[config.mk]
export PLATFORM = sky130hd
export DESIGN_NAME = mmcm_phase_stepper_flat
export DESIGN_NICKNAME = d
export VERILOG_FILES = /design/src/rtl/mmcm_phase_stepper_pkg.sv /design/src/rtl/mmcm_phase_stepper_if.sv /design/src/rtl/mmcm_phase_stepper_phase_dir_calc.sv /design/src/rtl/mmcm_phase_stepper.sv /design/src/flat_wrapper.sv
export SDC_FILE = /design/constraint.sdc
export NUM_CORES = 1
export LEC_CHECK = 0
export ABC_AREA = 1
export ABC_CLOCK_PERIOD_IN_PS = 7400
export BUFFER_PORTS_ARGS = -buffer_cell sky130_fd_sc_hd__buf_2
export CAP_MARGIN = 20
export CORE_MARGIN = 3
export CORE_UTILIZATION = 62
export CTS_CLUSTER_SIZE = 8
export DETAILED_ROUTE_END_ITERATION = 10
export PLACE_DENSITY_LB_ADDON = 0.1
export SYNTH_ARGS = -nofsm -noshare
export SYNTH_HDL_FRONTEND = slang
export SYNTH_SLANG_ARGS = --single-unit
export TNS_END_PERCENT = 10
[constraint.sdc]
create_clock -name clk_in -period 7.4 [get_ports clk_in]
set_clock_uncertainty 0.2 [all_clocks]
set_input_delay 0.74 -clock clk_in [delete_from_list [all_inputs] [get_ports clk_in]]
set_output_delay 0.74 -clock clk_in [all_outputs]
set_load 0.01 [all_outputs]
[src/rtl/mmcm_phase_stepper_pkg.sv]
// Shared types for the MMCM fine-phase stepper: FSM states and error codes.
package mmcm_phase_stepper_pkg;

    typedef enum logic [1:0] {
        WAIT_LOCK = 2'd0,
        IDLE      = 2'd1,
        ISSUE     = 2'd2,
        WAIT_DONE = 2'd3
    } state_e;

    localparam logic [1:0] ERR_NONE    = 2'd0;
    localparam logic [1:0] ERR_RANGE   = 2'd1;
    localparam logic [1:0] ERR_TIMEOUT = 2'd2;
    localparam logic [1:0] ERR_UNLOCK  = 2'd3;

endpackage

[src/rtl/mmcm_phase_stepper_if.sv]
// Target request, MMCM dynamic phase-shift port and status bundle of the stepper.
interface mmcm_phase_stepper_if #(
    parameter int POS_W = 16
);
    logic             tgt_valid;
    logic             tgt_ready;
    logic [POS_W-1:0] tgt_pos;
    logic             psen;
    logic             psincdec;
    logic             psdone;
    logic [POS_W-1:0] cur_pos;
    logic             busy;
    logic             done;
    logic             err;
    logic [1:0]       err_code;

    modport slave (
        input  tgt_valid, tgt_pos, psdone,
        output tgt_ready, psen, psincdec, cur_pos, busy, done, err, err_code
    );

    modport master (
        output tgt_valid, tgt_pos, psdone,
        input  tgt_ready, psen, psincdec, cur_pos, busy, done, err, err_code
    );
endinterface

[src/rtl/mmcm_phase_stepper_phase_dir_calc.sv]
// Modular distance from cur to tgt around one revolution; inc=1 when the forward
// path is no longer than half a turn (a tie goes forward). Purely combinational.
module phase_dir_calc #(
    parameter int STEPS_PER_REV = 224,
    parameter int POS_W         = 16
) (
    input  logic [POS_W-1:0] cur_pos,
    input  logic [POS_W-1:0] tgt_pos,
    output logic [POS_W-1:0] diff,
    output logic             inc
);
    localparam logic [POS_W:0] STEPS_X = (POS_W+1)'(STEPS_PER_REV);

    logic [POS_W:0] cur_x;
    logic [POS_W:0] tgt_x;
    logic [POS_W:0] raw;

    always_comb begin
        cur_x = {1'b0, cur_pos};
        tgt_x = {1'b0, tgt_pos};
        if (tgt_x >= cur_x) begin
            raw = tgt_x - cur_x;
        end else begin
            raw = tgt_x + STEPS_X - cur_x;
        end
        diff = raw[POS_W-1:0];
        inc  = (raw <= (STEPS_X >> 1));
    end
endmodule

[src/rtl/mmcm_phase_stepper.sv]
// Walks the MMCM fine phase shift to an absolute target along the shortest path,
// one PSEN pulse per PSDONE, holding off requests until LOCKED has been stable.
module mmcm_phase_stepper
    import mmcm_phase_stepper_pkg::*;
#(
    parameter int STEPS_PER_REV = 224,
    parameter int POS_W         = 16,
    parameter int LOCK_WAIT     = 64,
    parameter int DONE_TIMEOUT  = 31
) (
    input  logic                 clk_in,
    input  logic                 rst_n,
    input  logic                 locked,
    mmcm_phase_stepper_if.slave  ps_if
);
    localparam int LCNT_W = $clog2(LOCK_WAIT);
    localparam int TCNT_W = $clog2(DONE_TIMEOUT);
    localparam logic [LCNT_W-1:0] LOCK_LAST = LCNT_W'(LOCK_WAIT - 1);
    // Counter starts in the first WAIT_DONE cycle, so err lands DONE_TIMEOUT cycles after psen.
    localparam logic [TCNT_W-1:0] TO_LAST   = TCNT_W'(DONE_TIMEOUT - 2);
    localparam logic [POS_W-1:0]  LAST_POS  = POS_W'(STEPS_PER_REV - 1);
    localparam logic [POS_W:0]    STEPS_X   = (POS_W+1)'(STEPS_PER_REV);

    state_e             state_q,    state_d;
    logic [LCNT_W-1:0]  lock_cnt_q, lock_cnt_d;
    logic [TCNT_W-1:0]  to_cnt_q,   to_cnt_d;
    logic [POS_W-1:0]   tgt_q,      tgt_d;
    logic [POS_W-1:0]   cur_pos_q,  cur_pos_d;
    logic               psen_q,     psen_d;
    logic               psincdec_q, psincdec_d;
    logic               done_q,     done_d;
    logic               err_q,      err_d;
    logic [1:0]         err_code_q, err_code_d;

    logic [POS_W-1:0]   diff;
    logic               dir_inc;
    logic [POS_W-1:0]   next_pos;

    phase_dir_calc #(
        .STEPS_PER_REV (STEPS_PER_REV),
        .POS_W         (POS_W)
    ) u_dir (
        .cur_pos (cur_pos_q),
        .tgt_pos (ps_if.tgt_pos),
        .diff    (diff),
        .inc     (dir_inc)
    );

    always_comb begin
        if (psincdec_q) begin
            next_pos = (cur_pos_q == LAST_POS) ? '0 : cur_pos_q + 1'b1;
        end else begin
            next_pos = (cur_pos_q == '0) ? LAST_POS : cur_pos_q - 1'b1;
        end
    end

    always_comb begin
        state_d    = state_q;
        lock_cnt_d = lock_cnt_q;
        to_cnt_d   = to_cnt_q;
        tgt_d      = tgt_q;
        cur_pos_d  = cur_pos_q;
        psen_d     = 1'b0;
        psincdec_d = psincdec_q;
        done_d     = 1'b0;
        err_d      = err_q;
        err_code_d = err_code_q;

        if (state_q != WAIT_LOCK && !locked) begin
            // MMCM re-locks at zero shift; only an interrupted move is an error.
            state_d    = WAIT_LOCK;
            lock_cnt_d = '0;
            cur_pos_d  = '0;
            if (state_q != IDLE) begin
                err_d      = 1'b1;
                err_code_d = ERR_UNLOCK;
            end
        end else begin
            unique case (state_q)
                WAIT_LOCK: begin
                    if (!locked) begin
                        lock_cnt_d = '0;
                    end else if (lock_cnt_q == LOCK_LAST) begin
                        state_d    = IDLE;
                        lock_cnt_d = '0;
                    end else begin
                        lock_cnt_d = lock_cnt_q + 1'b1;
                    end
                end
                IDLE: begin
                    if (ps_if.tgt_valid) begin
                        err_d      = 1'b0;
                        err_code_d = ERR_NONE;
                        tgt_d      = ps_if.tgt_pos;
                        if ({1'b0, ps_if.tgt_pos} >= STEPS_X) begin
                            err_d      = 1'b1;
                            err_code_d = ERR_RANGE;
                        end else if (diff == '0) begin
                            done_d = 1'b1;
                        end else begin
                            psincdec_d = dir_inc;
                            psen_d     = 1'b1;
                            state_d    = ISSUE;
                        end
                    end
                end
                ISSUE: begin
                    to_cnt_d = '0;
                    state_d  = WAIT_DONE;
                end
                WAIT_DONE: begin
                    if (ps_if.psdone) begin
                        cur_pos_d = next_pos;
                        if (next_pos == tgt_q) begin
                            done_d  = 1'b1;
                            state_d = IDLE;
                        end else begin
                            psen_d  = 1'b1;
                            state_d = ISSUE;
                        end
                    end else if (to_cnt_q == TO_LAST) begin
                        err_d      = 1'b1;
                        err_code_d = ERR_TIMEOUT;
                        state_d    = IDLE;
                    end else begin
                        to_cnt_d = to_cnt_q + 1'b1;
                    end
                end
                default: state_d = WAIT_LOCK;
            endcase
        end
    end

    always_ff @(posedge clk_in or negedge rst_n) begin
        if (!rst_n) begin
            state_q    <= WAIT_LOCK;
            lock_cnt_q <= '0;
            to_cnt_q   <= '0;
            tgt_q      <= '0;
            cur_pos_q  <= '0;
            psen_q     <= 1'b0;
            psincdec_q <= 1'b0;
            done_q     <= 1'b0;
            err_q      <= 1'b0;
            err_code_q <= ERR_NONE;
        end else begin
            state_q    <= state_d;
            lock_cnt_q <= lock_cnt_d;
            to_cnt_q   <= to_cnt_d;
            tgt_q      <= tgt_d;
            cur_pos_q  <= cur_pos_d;
            psen_q     <= psen_d;
            psincdec_q <= psincdec_d;
            done_q     <= done_d;
            err_q      <= err_d;
            err_code_q <= err_code_d;
        end
    end

    assign ps_if.tgt_ready = (state_q == IDLE);
    assign ps_if.busy      = (state_q != IDLE);
    assign ps_if.psen      = psen_q;
    assign ps_if.psincdec  = psincdec_q;
    assign ps_if.cur_pos   = cur_pos_q;
    assign ps_if.done      = done_q;
    assign ps_if.err       = err_q;
    assign ps_if.err_code  = err_code_q;
endmodule
[src/flat_wrapper.sv]
// flat-port wrapper written by rule: the top's interface ports become plain ports
module mmcm_phase_stepper_flat import mmcm_phase_stepper_pkg::*;
#(
    parameter int STEPS_PER_REV = 224,
    parameter int POS_W         = 16,
    parameter int LOCK_WAIT     = 64,
    parameter int DONE_TIMEOUT  = 31
)
  (clk_in, rst_n, locked, ps_if_tgt_valid, ps_if_tgt_pos, ps_if_psdone, ps_if_tgt_ready, ps_if_psen, ps_if_psincdec, ps_if_cur_pos, ps_if_busy, ps_if_done, ps_if_err, ps_if_err_code);
  mmcm_phase_stepper_if #(.POS_W(POS_W)) ps_if_i ();
  input  logic clk_in;
  input  logic rst_n;
  input  logic locked;
  input wire logic [$bits(ps_if_i.tgt_valid)-1:0] ps_if_tgt_valid;
  input wire logic [$bits(ps_if_i.tgt_pos)-1:0] ps_if_tgt_pos;
  input wire logic [$bits(ps_if_i.psdone)-1:0] ps_if_psdone;
  output wire logic [$bits(ps_if_i.tgt_ready)-1:0] ps_if_tgt_ready;
  output wire logic [$bits(ps_if_i.psen)-1:0] ps_if_psen;
  output wire logic [$bits(ps_if_i.psincdec)-1:0] ps_if_psincdec;
  output wire logic [$bits(ps_if_i.cur_pos)-1:0] ps_if_cur_pos;
  output wire logic [$bits(ps_if_i.busy)-1:0] ps_if_busy;
  output wire logic [$bits(ps_if_i.done)-1:0] ps_if_done;
  output wire logic [$bits(ps_if_i.err)-1:0] ps_if_err;
  output wire logic [$bits(ps_if_i.err_code)-1:0] ps_if_err_code;
  assign ps_if_i.tgt_valid = ps_if_tgt_valid;
  assign ps_if_i.tgt_pos = ps_if_tgt_pos;
  assign ps_if_i.psdone = ps_if_psdone;
  assign ps_if_tgt_ready = ps_if_i.tgt_ready;
  assign ps_if_psen = ps_if_i.psen;
  assign ps_if_psincdec = ps_if_i.psincdec;
  assign ps_if_cur_pos = ps_if_i.cur_pos;
  assign ps_if_busy = ps_if_i.busy;
  assign ps_if_done = ps_if_i.done;
  assign ps_if_err = ps_if_i.err;
  assign ps_if_err_code = ps_if_i.err_code;
  mmcm_phase_stepper #(.STEPS_PER_REV(STEPS_PER_REV), .POS_W(POS_W), .LOCK_WAIT(LOCK_WAIT), .DONE_TIMEOUT(DONE_TIMEOUT)) u_core (.clk_in(clk_in), .rst_n(rst_n), .locked(locked), .ps_if(ps_if_i));
endmodule
# Word-level counts from Yosys, hierarchy flattened
# Cells that the tools add are included.
# Widths: inputs -> output; s select.
[word_totals]
ff_bits = 51
input_bits = 21
out_inout_bits = 24
[op_classes]
n_lt_le_gt_ge = 3
n_eq_ne = 19
bitwise = 3
mux = 52
reduce_logical = 17
n_addsub = 7
[op_table]
columns = ["op", "count"]
rows = [
  ["$mux 16", 6],
  ["$logic_not 16->1", 2],
  ["$mux 2", 14],
  ["$mux 6", 4],
  ["$mux 1", 19],
  ["$add 16x8->17 const B", 1],
  ["$le 17x7->1 const B", 1],
  ["$mux 17", 1],
  ["$sub 16x16->17", 1],
  ["$sub 17x16->17", 1],
  ["$add 16x1->16 const B", 1],
  ["$eq 16x16->1", 1],
  ["$eq 16x8->1 const B", 1],
  ["$ge 16x16->1", 1],
  ["$ge 16x8->1 const B", 1],
  ["$sub 16x1->16 const B", 1],
  ["$ne 3x2->1 const B", 5],
  ["$mux 5", 2],
  ["$pmux 5 s2", 1],
  ["$reduce_and 5->1", 2],
  ["$reduce_bool 2->1", 5],
  ["$pmux 2 s4", 1],
  ["$add 6x1->6 const B", 1],
  ["$eq 6x6->1 const B", 1],
  ["other kinds (19)", 27],
]

# Logic depth before layout (Yosys ltp)
# Gate-level depths: netlist of run 1.
[depth]
depth_word = 9
mapped_depth = 27
ltp_nobuf = 25

# Modules after synthesis
# A second synthesis of run 1 with hierarchy kept.
[unflattened]
hier_cells = 1048
hier_area_um2 = 6284.8
[modules_own_cells]
columns = ["mod", "seq_area_each_um2", "cells_per_inst", "instances", "area_per_inst_um2"]
rows = [
  ["mmcm_phase_stepper", 1276.2, 563, 1, 3658.5],
  ["phase_dir_calc", 0.0, 485, 1, 2626.3],
]

# Least setup slack after synthesis of run 1
# OpenSTA, ideal clock, no wires.
[synth_timing]
path_type = "input to register"
from = "input port ps_if_tgt_pos[4]"
to = "register u_core.state_q[1]"
t_arrival_ns = 2.738
required_ns = 7.076
cell_stages = 20
setup_slack_ns = 4.337
path_buffers = 0
setup_ns = 0.124
path_cell_list = "ha_1 -> inv_1 -> fa_1 -> inv_1 -> nor2_1 -> nand2_1 -> nor3_1 -> nand2_1 -> nand3_1 -> nand2_1 -> nand2_1 -> nand2_1 -> inv_1 -> nand2_1 -> nor2_2 -> nand3_2 -> nand2_1 -> nand2_1 -> nand2_1 -> o21ai_1"
[synth_between]
elab_chain_cells = 6
[synth_rtl]
columns = ["element", "line_no", "text"]
rows = [
  ["start: declaration", "flat_wrapper.sv:15", "input wire logic [$bits(ps_if_i.tgt_pos)-1:0] ps_if_tgt_pos;"],
  ["$add 16x8->17", "mmcm_phase_stepper_phase_dir_calc.sv:24", "raw = tgt_x + STEPS_X - cur_x;"],
  ["$sub 17x16->17", "mmcm_phase_stepper_phase_dir_calc.sv:24", ""],
  ["$mux 17", "mmcm_phase_stepper_phase_dir_calc.sv:21", "if (tgt_x >= cur_x) begin"],
  ["$logic_not 16->1", "mmcm_phase_stepper.sv:98", "end else if (diff == '0) begin"],
  ["$ne 3x2->1 (no line)", "n/a", ""],
  ["$reduce_and 6->1 (no line) (*)", "n/a", ""],
  ["end signal: assignment", "mmcm_phase_stepper.sv:147", "state_q <= state_d;"],
  ["end: declaration", "mmcm_phase_stepper.sv:24", "state_e state_q, state_d;"],
]
# Every way passes the cells marked *; elsewhere a longest branch is shown, timed or not.
# A chain may end at the register's enable or synchronous reset.

# Final worst setup path of run 1
[layout_timing]
from = "register u_core.cur_pos_q[7] (netlist: u_core.ps_if.cur_pos[7])"
to = "register u_core.state_q[0]"
[layout_between]
elab_chain_cells = 8
[layout_rtl]
columns = ["element", "line_no", "text"]
rows = [
  ["start: declaration", "mmcm_phase_stepper.sv:28", "logic [POS_W-1:0] cur_pos_q, cur_pos_d;"],
  ["start signal: assignment", "mmcm_phase_stepper.sv:151", "cur_pos_q <= cur_pos_d;"],
  ["$sub 16x1->16, or another cell as far along", "mmcm_phase_stepper.sv:53", "next_pos = (cur_pos_q == '0) ? LAST_POS : cur_pos_q - 1'b1;"],
  ["$mux 16, on equally long branches", "mmcm_phase_stepper.sv:53, mmcm_phase_stepper.sv:51", ""],
  ["$mux 16", "mmcm_phase_stepper.sv:50", "if (psincdec_q) begin"],
  ["$eq 16x16->1", "mmcm_phase_stepper.sv:114", "if (next_pos == tgt_q) begin"],
  ["$mux 2", "mmcm_phase_stepper.sv:114", ""],
  ["$mux 2", "mmcm_phase_stepper.sv:112", "if (ps_if.psdone) begin"],
  ["$pmux 2 s4", "mmcm_phase_stepper.sv:79", "unique case (state_q)"],
  ["$mux 2", "mmcm_phase_stepper.sv:69", "if (state_q != WAIT_LOCK && !locked) begin"],
]
# Several ways; a longest one is shown, not always the timed one.

==> impl_results.md, run 1 <==
* Layout cells sized above 1 at 8.98%
* Library cells used by synthesis at 42
* Hold_sp: u_core.tgt_q[9]$_DFFE_PN0P_
* Post-synth EDFFs at 0
* Post-CTS sizing at 0
* Finished Cell Area at 6620 sq um
* Reg2reg path depth at 21
* Post-synth ARST share at 100%
* Main combinational cell family by area after synthesis: simple AND/OR/NAND/NOR gates
* CP startpoint: u_core.ps_if.cur_pos[7]$_DFFE_PN0P_
* Clk sink count at 51
* Commonest non-fill, non-tap cell in the layout: nand2_1
* Vias post-DR at 6728
* Synth Area in XOR/XNOR at 3.11%
* Post-synthesis simple-gate area fraction at 45.0%
* Period Utilization, post-route at 46.2%
* First-pass GRT wire length at 29800 um
* Clock power share at 16.1%
* Vias in the first global route at 6171
* HPWL after detailed placement at 14300 um
* Drt total wl at 18200 um
* Register area at 1280 sq um
* Buffers on Ports at 44
* GPL Wtd Cong at 0.983
* Number of remaining DRC errors at 0
* Status: complete, no violations
* Startpoint types: flip-flop
* Ys flop type: dfrtp_1
* Setup bufs post-CTS at 0
* Hold Crit Depth at 2
* CTS tree: built
* Yosys warnings at 0
* Critical path type: flip-flop to flip-flop
* # fillers at 921
* Adder-Cell Fraction of Synth Area at 11.6%
* Synthesis-to-finish area growth at 6.74%
* DR iter-0 viols at 532
* Cell internal pwr at 0.682 mW
* GRT Overall Usage at 32.8%
* Switching Share at 47.4%
* I/O pin cnt at 45
* Worst-path maximum fanout at 9
* Pin slew with the least headroom to its limit at 0.894 ns
* Compound-cell area share of the yosys netlist at 8.13%
* Net Count, Synth at 1103
* Yosys reg bits at 51
* Die Width at 106 um
* Row cnt at 35
* Fmax at 293 MHz
* H-tree depth at 2
* Final number of hold-violating endpoints at 0
* Core area at 9460 sq um
* Post-synth top area share at 20.9%
* TritonCTS buffer count at 5
* CTS root buffer: clkbuf_8
* Total negative slack at 0 ns
* Mapped Area at 6200 sq um
* Critical Path Sink Type: flip-flop
* Largest net degree at the start of global routing at 52
* Max-cap viol count at 0
* Combinational Power Share at 52.5%
* Die H at 106 um
* Worst r2r src: u_core.ps_if.cur_pos[7]$_DFFE_PN0P_
* Pwr per Cell Area at 196 nW/um^2
* Final nets at 1140
* Final setup vio count at 0
* RSZ-0062 raised after global routing: false
* Initial Util at 65.6%
* Critical path required time at 7.46 ns
* Initial antenna violation count at 0
* Net Switching at 0.614 mW
* Register share of total power at 31.4%
* Antenna Cells at 0
* Remaining Overflow, GRT at 0
* Placed cell areas at 6510 sq um
* Arrival @ worst endpoint at 3.47 ns
* Full die area at 11200 sq um
* Leak pwr at 3.70 nW
* Most frequent cells in the layout: 346 x nand2_1, 157 x inv_1, 110 x nand3_1
* Seq/Total Area, Yosys at 20.6%
* Max IR drop VDD at 128 uV
* Mux share of post-synthesis cell area at 0%
* Clk slew on worst S/H paths at 0.11 ns
* Post-Syn Instances at 1031
* Slew HR at 40.4%
* Multi-input logic area at 4210 sq um
* Min-Delay Path Class: flip-flop to flip-flop
* Syn avg cell area at 6.02 sq um
* Hold WS at 0.301 ns
* Worst skew pair latency at 0.32 ns
* Vias/cell at 5.62
* TritonRoute pass-1 iters at 5
* Synth top area cells: nand2_1 21%, dfrtp_1 21%, inv_1 9.5%, nand3_1 8.9%, ha_1 8.1%
* DR WL/cell at 15.2 um
* Post-DRT Antenna Nets at 0
* Final Slew Violations at 0
* Synth area leader: nand2_1
* Hold Buf Count CTS at 0
* Bufs on Longest Clock Path at 2
* Final min period at 3.42 ns
-- layer usage --
metal | wire (um) | global-route usage, % | vias to the layer above
met5 | 0 | 0 | -
li1 | - | - | 3340
met4 | 833 | 15.3 | 0
met2 | 8270 | 53.2 | 324
met3 | 1500 | 4.98 | 64
met1 | 7590 | 43.2 | 3000
-- power groups by stage --
stage	sequential [mW]	clock [mW]	combinational, mW
after floorplan	0.400	0	0.499
after global placement	0.410	0	0.653
after detailed placement	0.409	0	0.665
after CTS	0.405	0.208	0.668
after global routing	0.416	0.215	0.770
final	0.406	0.209	0.680
-- worst max-delay path, cell delays in order, from the launching register on --
cell,delay [ns]
dfrtp_1,0.56
inv_1,0.18
ha_1,0.43
inv_1,0.07
ha_1,0.38
a21oi_1,0.21
nand2_1,0.10
a21oi_1,0.22
nand2_1,0.08
nand2_1,0.07
nand2_1,0.05
nand2_1,0.06
nand2_1,0.05
inv_1,0.06
nand2_1,0.06
nor2_2,0.12
nand3_2,0.10
nand2_1,0.09
nand2_1,0.05
nand2_1,0.08
nand2_1,0.06
nand2_1,0.06
-- worst paths after layout --
path,endpoint,slack [ns]
max,u_core.state_q[0]$_DFFE_PN0P_,3.98
min,u_core.tgt_q[9]$_DFFE_PN0P_,0.30
max reg2reg,u_core.state_q[0]$_DFFE_PN0P_,3.98
min reg2reg,u_core.tgt_q[9]$_DFFE_PN0P_,0.30
max in group asynchronous,u_core.ps_if.cur_pos[6]$_DFFE_PN0P_,6.19
min in group asynchronous,u_core.lock_cnt_q[2]$_DFFE_PN0P_,0.34
-- logic make-up (layout without fill, tap and decap cells) --
family	after synthesis	in the layout
simple gates	634	634
buf+inv	181	219
compound gates	92	92
fa+ha+maj	51	51
flops	51	51
xor+xnor	22	22
-- Yosys cell counts (2+ instances only) --
cell type    n
o21bai_1     3
buf_6        2
fa_1        11
nor3b_1      3
nand2_4      2
o21ai_2      2
buf_2        7
and2_1       2
nor4_1       3
nor2_1     100
a21oi_2      2
o22ai_1     11
nand3b_1     8
ha_1        40
nand3_2      5
dfrtp_1     51
nor2_4       2
nand2_2      7
nand2_1    346
nor3_1       8
nor2_2      10
inv_2        6
and3_1       3
o21ai_1      4
nand3_1    110
nand4_1     21
inv_1      157
xor2_1      18
clkbuf_1     6
xnor2_1      4
a21oi_1     26
o21ai_0     41
-- sequential cells by signal (all words and copies together), names as in the netlist --
| signal | cells |
|---|---|
| u_core.ps_if.cur_pos | 16 |
| u_core.tgt_q | 16 |
| u_core.lock_cnt_q | 6 |
| u_core.to_cnt_q | 5 |
| u_core.ps_if.err_code | 2 |
| u_core.state_q | 2 |
| u_core.ps_if.done | 1 |
| u_core.ps_if.err | 1 |
| u_core.ps_if.psen | 1 |
| u_core.ps_if.psincdec | 1 |
-- per-stage QoR --
stage	utilization, %	setup WS [ns]	std cells	total power [mW]
after floorplan	-	4.34	1031	0.899
after global placement	68.8	3.90	1190	1.06
after detailed placement	68.8	3.87	1190	1.07
after CTS	70.0	4.04	1198	1.28
after global routing	70.0	3.64	1198	1.40
final	70.0	3.98	1198	1.30
-- layout make-up --
| type | count | area share [%] |
|---|---|---|
| multi-input combinational | 799 | 63.6 |
| sequential | 51 | 19.3 |
| inverter | 164 | 9.30 |
| timing repair buffer | 47 | 3.67 |
| tap | 129 | 2.44 |
| clock buffer | 5 | 1.04 |
| clock inverter | 3 | 0.661 |
(Power assumes the default switching activity.)
==> inputs of run 2 (changes only) <==
- ABC_CLOCK_PERIOD_IN_PS: 7400 -> 3200
- clock period: 7.4 -> 3.2 ns (I/O delays scaled with it)
==> impl_results.md, run 2 (synthesis results as in run 1) <==
* Remaining Overflow, GRT at 0
* Commonest non-fill, non-tap cell in the layout: nand2_1
* Pwr per Cell Area at 427 nW/um^2
* H-tree depth at 2
* CTS tree: built
* CP startpoint: u_core.ps_if.cur_pos[3]$_DFFE_PN0P_
* Critical path required time at 3.28 ns
* Drt total wl at 19300 um
* Leak pwr at 3.91 nW
* Antenna Cells at 0
* Core area at 9460 sq um
* Arrival @ worst endpoint at 3.10 ns
* Slew HR at 66.7%
* HPWL after detailed placement at 15400 um
* Status: complete, no violations
* TritonRoute pass-1 iters at 6
* Max-cap viol count at 0
* Initial antenna violation count at 0
* Multi-input logic area at 4370 sq um
* Register area at 1280 sq um
* I/O pin cnt at 45
* Fin cells at 1241
* TritonCTS buffer count at 5
* Final number of hold-violating endpoints at 0
* Largest net degree at the start of global routing at 37
* Most frequent cells in the layout: 337 x nand2_1, 149 x inv_1, 106 x nand3_1
* # fillers at 859
* Startpoint types: flip-flop
* Synthesis-to-finish area growth at 14.5%
* First-pass GRT wire length at 31200 um
* DR iter-0 viols at 471
* Total negative slack at 0 ns
* Final nets at 1183
* Max IR drop VDD at 336 uV
* Initial Util at 65.6%
* Period Utilization, post-route at 94.6%
* Vias in the first global route at 6410
* Die H at 106 um
* Pin slew with the least headroom to its limit at 0.495 ns
* Critical Path Sink Type: flip-flop
* Buffers on Ports at 44
* Final setup vio count at 0
* Reg2reg path depth at 20
* Layout cells sized above 1 at 16.8%
* Post-DRT Antenna Nets at 0
* CTS root buffer: clkbuf_8
* Full die area at 11200 sq um
* Final min period at 3.03 ns
* Die Width at 106 um
* Bufs on Longest Clock Path at 2
* Row cnt at 35
* Min-Delay Path Class: primary input to flip-flop
* Critical path type: flip-flop to flip-flop
* Worst r2r src: u_core.ps_if.cur_pos[3]$_DFFE_PN0P_
* Number of remaining DRC errors at 0
* Worst-path maximum fanout at 5
* Vias post-DR at 6917
* Clk slew on worst S/H paths at 0.12 ns
* Worst skew pair latency at 0.33 ns
* GRT Overall Usage at 34.6%
* R2R Setup Slk at 0.17 ns
* Fmax at 330 MHz
* Clk sink count at 51
* DR WL/cell at 15.6 um
* Placed instance count at 1218
* Worst reg2reg endpoint: u_core.ps_if.psincdec$_DFFE_PN0P_
* GPL Wtd Cong at 0.986
* Vias/cell at 5.57
* CP endpoint: u_core.ps_if.psincdec$_DFFE_PN0P_
* Final Slew Violations at 0
-- run 2: changes by cell type in the layout (fill, tap and decap cells not counted), sizes merged --
cell and delta:
buf +41, bufinv -1, dlygate4sd3 +1, inv +1, nand2 +1
-- run 2: worst max-delay path, cell delays in order (launching register included) --
cell	delay (ns)
dfrtp_1	0.40
inv_2	0.08
ha_2	0.17
inv_1	0.06
fa_2	0.61
buf_4	0.14
nor2_4	0.04
a21oi_2	0.16
nand2_1	0.10
nand3_2	0.10
buf_4	0.11
nand3_1	0.07
nand3_2	0.08
nand2_1	0.05
nor2_1	0.08
nand3_1	0.09
nor2_2	0.13
nand2_1	0.08
nor2_2	0.10
nor2_1	0.04
nor2_1	0.07
-- run 2: layer usage --
metal	GRT usage (%)	wire length [um]	vias up
li1	-	-	3424
met1	45.9	8130	3183
met2	58.7	9220	257
met3	3.58	1300	53
met4	12.3	658	0
met5	0	0	-
-- run 2: stage by stage --
| step | area, sq um | power [mW] | util, % | setup slack [ns] | hold slack (ns) |
|---|---|---|---|---|---|
| 2_1_floorplan | 6200 | 2.08 | - | 0.200 | -0.176 |
| 3_3_place_gp | 6720 | 2.50 | 71.0 | 0.0768 | 0.0617 |
| 3_5_place_dp | 6720 | 2.53 | 71.0 | 0.0275 | 0.0661 |
| 4_1_cts | 6830 | 2.95 | 72.2 | 0.0115 | 0.0367 |
| 5_1_grt | 7100 | 3.30 | 75.1 | -0.0707 | 0.0577 |
| 6_report | 7100 | 3.03 | 75.1 | 0.174 | 0.0264 |
-- run 2: where the power goes --
group,internal (mW),switching [mW],total (mW)
registers,0.809,0.132,0.941
logic,0.585,1.09,1.67
clock network,0.163,0.259,0.422
-- run 2: worst min-delay path by stage --
| stage | start | endpoint | slack (ns) | cells past startpoint |
|---|---|---|---|---|
| finish | ps_if_tgt_pos[0] | u_core.tgt_q[0]$_DFFE_PN0P_ | 0.03 | 3 |
| global route | ps_if_tgt_pos[0] | u_core.tgt_q[0]$_DFFE_PN0P_ | 0.06 | 3 |
| CTS | ps_if_tgt_pos[0] | u_core.tgt_q[0]$_DFFE_PN0P_ | 0.04 | 3 |
| detailed placement | rst_n | u_core.lock_cnt_q[1]$_DFFE_PN0P_ | 0.07 | 1 |
| global placement | rst_n | u_core.lock_cnt_q[0]$_DFFE_PN0P_ | 0.06 | 1 |
| floorplan | rst_n | u_core.lock_cnt_q[0]$_DFFE_PN0P_ | -0.18 | 0 |
-- run 2: timing repair --
item / in CTS / in global routing
endpoints found under the setup margin: 0 / 5
hold buffers: 1 / 0
buffers inserted: 0 / 13
resized for setup: 0 / 53
endpoints found under the hold margin: 15 / 0
-- run 2: layout make-up --
class	count	area share [%]
Clock buffer	5	0.969
Clock inverter	3	0.405
Inverter	164	8.70
Multi-Input combinational cell	800	61.6
Sequential cell	51	18.0
Tap cell	129	2.27
Timing Repair Buffer	89	8.07
